## src/rtl/pipe_pkg.sv

```systemverilog
// Shared definitions for the fetch/decode pipeline boundary: the canonical
// IF->DE payload layout and the bubble instruction used when a stage is empty.
package pipe_pkg;

    localparam int unsigned PIPE_DATA_WIDTH   = 32;

    // addi x0, x0, 0 -- architecturally a no-op, safe to feed the decoder
    localparam logic [31:0] NOP_INSTR_DEFAULT = 32'h0000_0013;

    // Canonical IF->DE beat; the stage register rebuilds the same layout
    // at its own DATA_WIDTH so narrower/wider cores keep the field order.
    typedef struct packed {
        logic [PIPE_DATA_WIDTH-1:0] pc;
        logic [PIPE_DATA_WIDTH-1:0] pcn;
        logic [PIPE_DATA_WIDTH-1:0] instr;
    } if_de_payload_t;

endpackage

```

## src/rtl/pipe_slot.sv

```systemverilog
// One pipeline slot: a valid flag plus a payload register. The owner decides
// when to load or clear; clear only drops the valid flag, the payload is kept.
module pipe_slot
    import pipe_pkg::*;
#(
    parameter int unsigned WIDTH = 3 * PIPE_DATA_WIDTH
) (
    input  logic             clk,
    input  logic             rst_n,
    input  logic             load_i,
    input  logic             clear_i,
    input  logic [WIDTH-1:0] data_i,
    output logic             valid_o,
    output logic [WIDTH-1:0] data_o
);

    logic             valid_q;
    logic [WIDTH-1:0] data_q;

    // Valid flag: clear wins over load so a kill can never be overridden
    always_ff @(posedge clk or negedge rst_n) begin
        if (!rst_n) begin
            valid_q <= 1'b0;
        end else if (clear_i) begin
            valid_q <= 1'b0;
        end else if (load_i) begin
            valid_q <= 1'b1;
        end
    end

    // Payload only moves when a beat is actually written into this slot
    always_ff @(posedge clk or negedge rst_n) begin
        if (!rst_n) begin
            data_q <= '0;
        end else if (load_i) begin
            data_q <= data_i;
        end
    end

    assign valid_o = valid_q;
    assign data_o  = data_q;

endmodule

```

## src/rtl/de_pipe_reg.sv

```systemverilog
// IF->DE stage register with valid/ready handshake, flush, and an optional
// skid slot that makes up_ready a pure register output. Only steering lives
// here; storage is in the pipe_slot instances.
module de_pipe_reg
    import pipe_pkg::*;
#(
    parameter int unsigned           DATA_WIDTH = PIPE_DATA_WIDTH,
    parameter bit                    SKID_EN    = 1'b1,
    parameter logic [DATA_WIDTH-1:0] NOP_INSTR  = DATA_WIDTH'(NOP_INSTR_DEFAULT)
) (
    input  logic                  clk,
    input  logic                  rst_n,
    input  logic                  flush,
    input  logic                  up_valid,
    output logic                  up_ready,
    input  logic [DATA_WIDTH-1:0] up_pc,
    input  logic [DATA_WIDTH-1:0] up_pcn,
    input  logic [DATA_WIDTH-1:0] up_instr,
    output logic                  dn_valid,
    input  logic                  dn_ready,
    output logic [DATA_WIDTH-1:0] dn_pc,
    output logic [DATA_WIDTH-1:0] dn_pcn,
    output logic [DATA_WIDTH-1:0] dn_instr
);

    typedef struct packed {
        logic [DATA_WIDTH-1:0] pc;
        logic [DATA_WIDTH-1:0] pcn;
        logic [DATA_WIDTH-1:0] instr;
    } payload_t;

    localparam int unsigned PW = $bits(payload_t);

    payload_t upPayload;
    payload_t mainPayload;
    payload_t mainDataIn;
    logic     mainValid;
    logic     mainLoad;
    logic     mainClear;
    logic     upAccept;
    logic     dnConsume;

    assign upPayload = '{pc: up_pc, pcn: up_pcn, instr: up_instr};
    assign upAccept  = up_valid & up_ready;
    assign dnConsume = mainValid & dn_ready;

    generate
        if (SKID_EN) begin : g_skid
            payload_t skidPayload;
            logic     skidValid;
            logic     skidToMain;
            logic     upToMain;
            logic     skidLoad;
            logic     skidClear;

            // Skid drains first to keep FIFO order; while skid is full
            // up_ready is low, so skid and upstream never compete for main.
            assign skidToMain = dnConsume & skidValid;
            assign upToMain   = upAccept & (~mainValid | dnConsume);
            assign skidLoad   = ~flush & upAccept & mainValid & ~dnConsume;
            assign skidClear  = flush | skidToMain;
            assign mainLoad   = ~flush & (skidToMain | upToMain);
            assign mainClear  = flush | (dnConsume & ~(skidToMain | upToMain));
            assign mainDataIn = skidValid ? skidPayload : upPayload;
            assign up_ready   = ~skidValid;

            pipe_slot #(.WIDTH(PW)) u_skid_slot (
                .clk     (clk),
                .rst_n   (rst_n),
                .load_i  (skidLoad),
                .clear_i (skidClear),
                .data_i  (upPayload),
                .valid_o (skidValid),
                .data_o  (skidPayload)
            );
        end else begin : g_noskid
            // Single slot: accept whenever main is empty or being drained
            assign up_ready   = dn_ready | ~mainValid;
            assign mainLoad   = ~flush & upAccept;
            assign mainClear  = flush | (dnConsume & ~upAccept);
            assign mainDataIn = upPayload;
        end
    endgenerate

    pipe_slot #(.WIDTH(PW)) u_main_slot (
        .clk     (clk),
        .rst_n   (rst_n),
        .load_i  (mainLoad),
        .clear_i (mainClear),
        .data_i  (mainDataIn),
        .valid_o (mainValid),
        .data_o  (mainPayload)
    );

    // An empty stage hands the decoder a bubble instead of stale bits
    assign dn_valid = mainValid;
    assign dn_pc    = mainPayload.pc;
    assign dn_pcn   = mainPayload.pcn;
    assign dn_instr = mainValid ? mainPayload.instr : NOP_INSTR;

endmodule

```

## config.mk

```make
export PLATFORM = sky130hd
export DESIGN_NAME = de_pipe_reg
export DESIGN_NICKNAME = d
export VERILOG_FILES = /design/src/rtl/pipe_pkg.sv /design/src/rtl/pipe_slot.sv /design/src/rtl/de_pipe_reg.sv
export SDC_FILE = /design/constraint.sdc
export NUM_CORES = 1
export LEC_CHECK = 0
export ABC_AREA = 1
export CAP_MARGIN = 20
export CORE_UTILIZATION = 26
export CTS_CLUSTER_SIZE = 30
export DETAILED_ROUTE_END_ITERATION = 7
export PLACE_DENSITY_LB_ADDON = 0.1
export SLEW_MARGIN = 20
export SYNTH_ARGS = -nofsm -noshare
export SYNTH_HDL_FRONTEND = slang
export SYNTH_HIERARCHICAL = 1
export SYNTH_SLANG_ARGS = --single-unit
```

## constraint.sdc

```tcl
create_clock -name clk -period 2.2 [get_ports clk]
set_input_delay 0.22 -clock clk [delete_from_list [all_inputs] [get_ports clk]]
set_output_delay 0.22 -clock clk [all_outputs]
set_load 0.02 [all_outputs]
```

==> flow_summary.json <==
{
  "finalCritPeriodShare_pct": 92.36,
  "cp.arrival_ns": 1.81,
  "core_mm2": 0.03353,
  "netlist_area_mm2": 0.008880,
  "num_vias": 7531,
  "syn_inst": 1208,
  "num_antenna_cells": 0,
  "whs_ns": 0.3129,
  "clk_pin_slew_ns": 0.07,
  "ys_seq_elements": 194,
  "die_h_um": 186.8,
  "fmax_mhz": 492.2,
  "syn-num-nets": 1309,
  "start_util_pct": 26.48,
  "remaining_drc_errors": 0,
  "hold_path_class": "input pin to async pin",
  "ys_seq_area_share_pct": 54.67,
  "drv_slew": 0,
  "crit_path_start_kind": "register",
  "place_congestion": 0.7172,
  "rr_worst_depth": 6,
  "routed_wl_um": 26010,
  "max-slew-margin-rel_pct": 55.80,
  "setup_viol": 0,
  "num_io_pins": 199,
  "rsz0062_at_grt": "no",
  "grt_pass1_wl_um": 42410,
  "via_per_inst": 4.095,
  "grt_max_degree": 98,
  "port_buffers": 198,
  "critPathCaptureType": "output pin",
  "yosys_warnings": 6,
  "crit_path_top_delay_cell": "clkdlybuf4s50_1",
  "hpwl_um": 15240,
  "die_area_mm2": 0.03490,
  "cp_cell_sequence": "buf_4 -> nand2_1 -> inv_1 -> clkdlybuf4s50_1",
  "rows": 67,
  "clock_path_buffers": 2,
  "grt_pass1_vias": 7561,
  "crit_fanout": 11,
  "dp.cells": 1806,
  "worst_slew_pin_slew_ns": 0.6630,
  "drtIter0Drc": 462,
  "postCtsSetupBuffers": 0,
  "outcome": "completed",
  "cts_root_buf": "clkbuf_16",
  "syn_to_final_growth_pct": 33.20,
  "antenna_found_initial": 1,
  "fin_skew_ns": 0.007857,
  "crit_required_ns": 1.98,
  "clk_latency_ns": 0.44,
  "cts_buffers": 17,
  "critical_path_class": "register to output pin",
  "tns_ns": 0,
  "grt_remaining_overflow": 0,
  "numClockSinks": 194,
  "fin_crit_ns": 2.032,
  "syn_avg_cell_area_um2": 7.351,
  "power_density_mw_per_mm2": 836.3,
  "die_w_um": 186.8,
  "final_common_cell": "nand2_1",
  "rrSetupSlack_ns": 0.49,
  "final_cell_mix": "nand2_1, clkdlybuf4s50_1, dfrtp_1",
  "dr.pass1.iters": 6,
  "final_antenna_net_count": 0,
  "leakage_nw": 6.404,
  "critPathMaxStageDelay_ns": 0.60,
  "utilization_pct": 35.27,
  "maxCapViolCount": 0,
  "critPathBufInv": 3,
  "cpLargestDelayFamily": "buffers and inverters",
  "final_cells": 1839,
  "cts_tree": "yes",
  "cts-htree-levels": 4,
  "routedWlPerCell_um": 14.14,
  "hold_violations": 0,
  "ys_types": 14,
  "layout-drive-gt1-share_pct": 4.098,
  "r2r_end": "g_skid.u_skid_slot/data_o[0]$_DFFE_PN0P_",
  "ir_drop_mv": 0.5362,
  "track_usage_pct": 15.54,
  "rr_startpoint": "u_main_slot/valid_o$_DFFE_PN0P_",
  "final_nets": 1479
}
==> final cells by class <==
class,count,area (um2)
clock buffer,19,442.9
clock inverter,13,148.9
fill,3634,21700
inverter,38,147.6
multi-input combinational,909,3443
sequential,194,4858
tap,448,560.5
timing repair buffer,218,2226
==> worst max path at each step <==
stage	cells after the start	slack, ns	start	to
final	4	0.17	u_main_slot/valid_o$_DFFE_PN0P_	dn_instr[27]
after global placement	7	0.27	up_valid	g_skid.u_skid_slot/valid_o$_DFFE_PN0P_
after detailed placement	7	0.26	up_valid	g_skid.u_skid_slot/valid_o$_DFFE_PN0P_
after floorplan	11	0.65	g_skid.u_skid_slot/valid_o$_DFFE_PN0P_	u_main_slot/data_o[53]$_DFFE_PN0P_
after global routing	4	0.06	u_main_slot/valid_o$_DFFE_PN0P_	dn_instr[27]
after CTS	4	0.12	u_main_slot/valid_o$_DFFE_PN0P_	dn_instr[27]
==> Yosys cell counts <==
library cell | instances | area, um2
buf_6 | 15 | 168.9
a21oi_1 | 1 | 5.000
inv_1 | 35 | 131.4
inv_4 | 1 | 6.260
buf_4 | 11 | 82.58
nor3b_2 | 1 | 12.51
nand2_1 | 900 | 3378
nand3_1 | 1 | 5.000
dfrtp_1 | 194 | 4855
inv_2 | 2 | 7.510
nand4_1 | 1 | 6.260
clkbuf_1 | 2 | 7.510
buf_2 | 39 | 195.2
nor2_1 | 5 | 18.77
==> where the power goes <==
group / leakage [nW] / total (mW) / internal (mW) / switching (mW)
Clock: 0.281 / 3.22 / 1.73 / 1.49
Sequential: 2.45 / 4.69 / 4.30 / 0.391
Combinational: 3.68 / 1.98 / 0.902 / 1.08
Total: 6.40 / 9.89 / 6.93 / 2.96
==> kinds of logic (layout without fill, tap and decap cells) <==
| group | after synthesis | in the layout | share of synthesized area [%] |
|---|---|---|---|
| and+or+nand+nor | 908 | 908 | 38.52 |
| buffers and inverters | 105 | 288 | 6.750 |
| DFF | 194 | 194 | 54.67 |
| AOI/OAI and AO/OA | 1 | 1 | 0.05631 |
==> flip-flops by register name, summed over array words and instances, names as in the netlist <==
| signal | flops |
|---|---|
| g_skid.u_skid_slot/data_o | 96 |
| u_main_slot/data_o | 96 |
| u_main_slot/valid_o | 1 |
| g_skid.u_skid_slot/valid_o | 1 |
==> what timing repair did <==
action,in CTS,in global routing
endpoints found under the hold margin,49,0
hold buffers,1,0
resized for setup,0,0
==> routing by layer <==
layer / vias to the layer above / GRT usage [%] / part of all wire [%]
li1: 3895 / - / -
met1: 3461 / 20.74 / 49
met2: 155 / 25.10 / 46
met3: 18 / 3.630 / 4.7
met4: 2 / 4.351 / 0.93
met5: - / 0 / 0.054
==> stage by stage <==
| step | power (mW) | cell area, um2 | setup slack (ns) |
|---|---|---|---|
| 4_1_cts | 10.07 | 11830 | 0.1243 |
| 6_report | 9.891 | 11830 | 0.1681 |
| 2_1_floorplan | 5.755 | 8880 | 0.6540 |
| 3_3_place_gp | 6.742 | 11230 | 0.2661 |
| 5_1_grt | 10.50 | 11830 | 0.05519 |
| 3_5_place_dp | 6.774 | 11230 | 0.2602 |
Power figures use the tool's default switching activity.
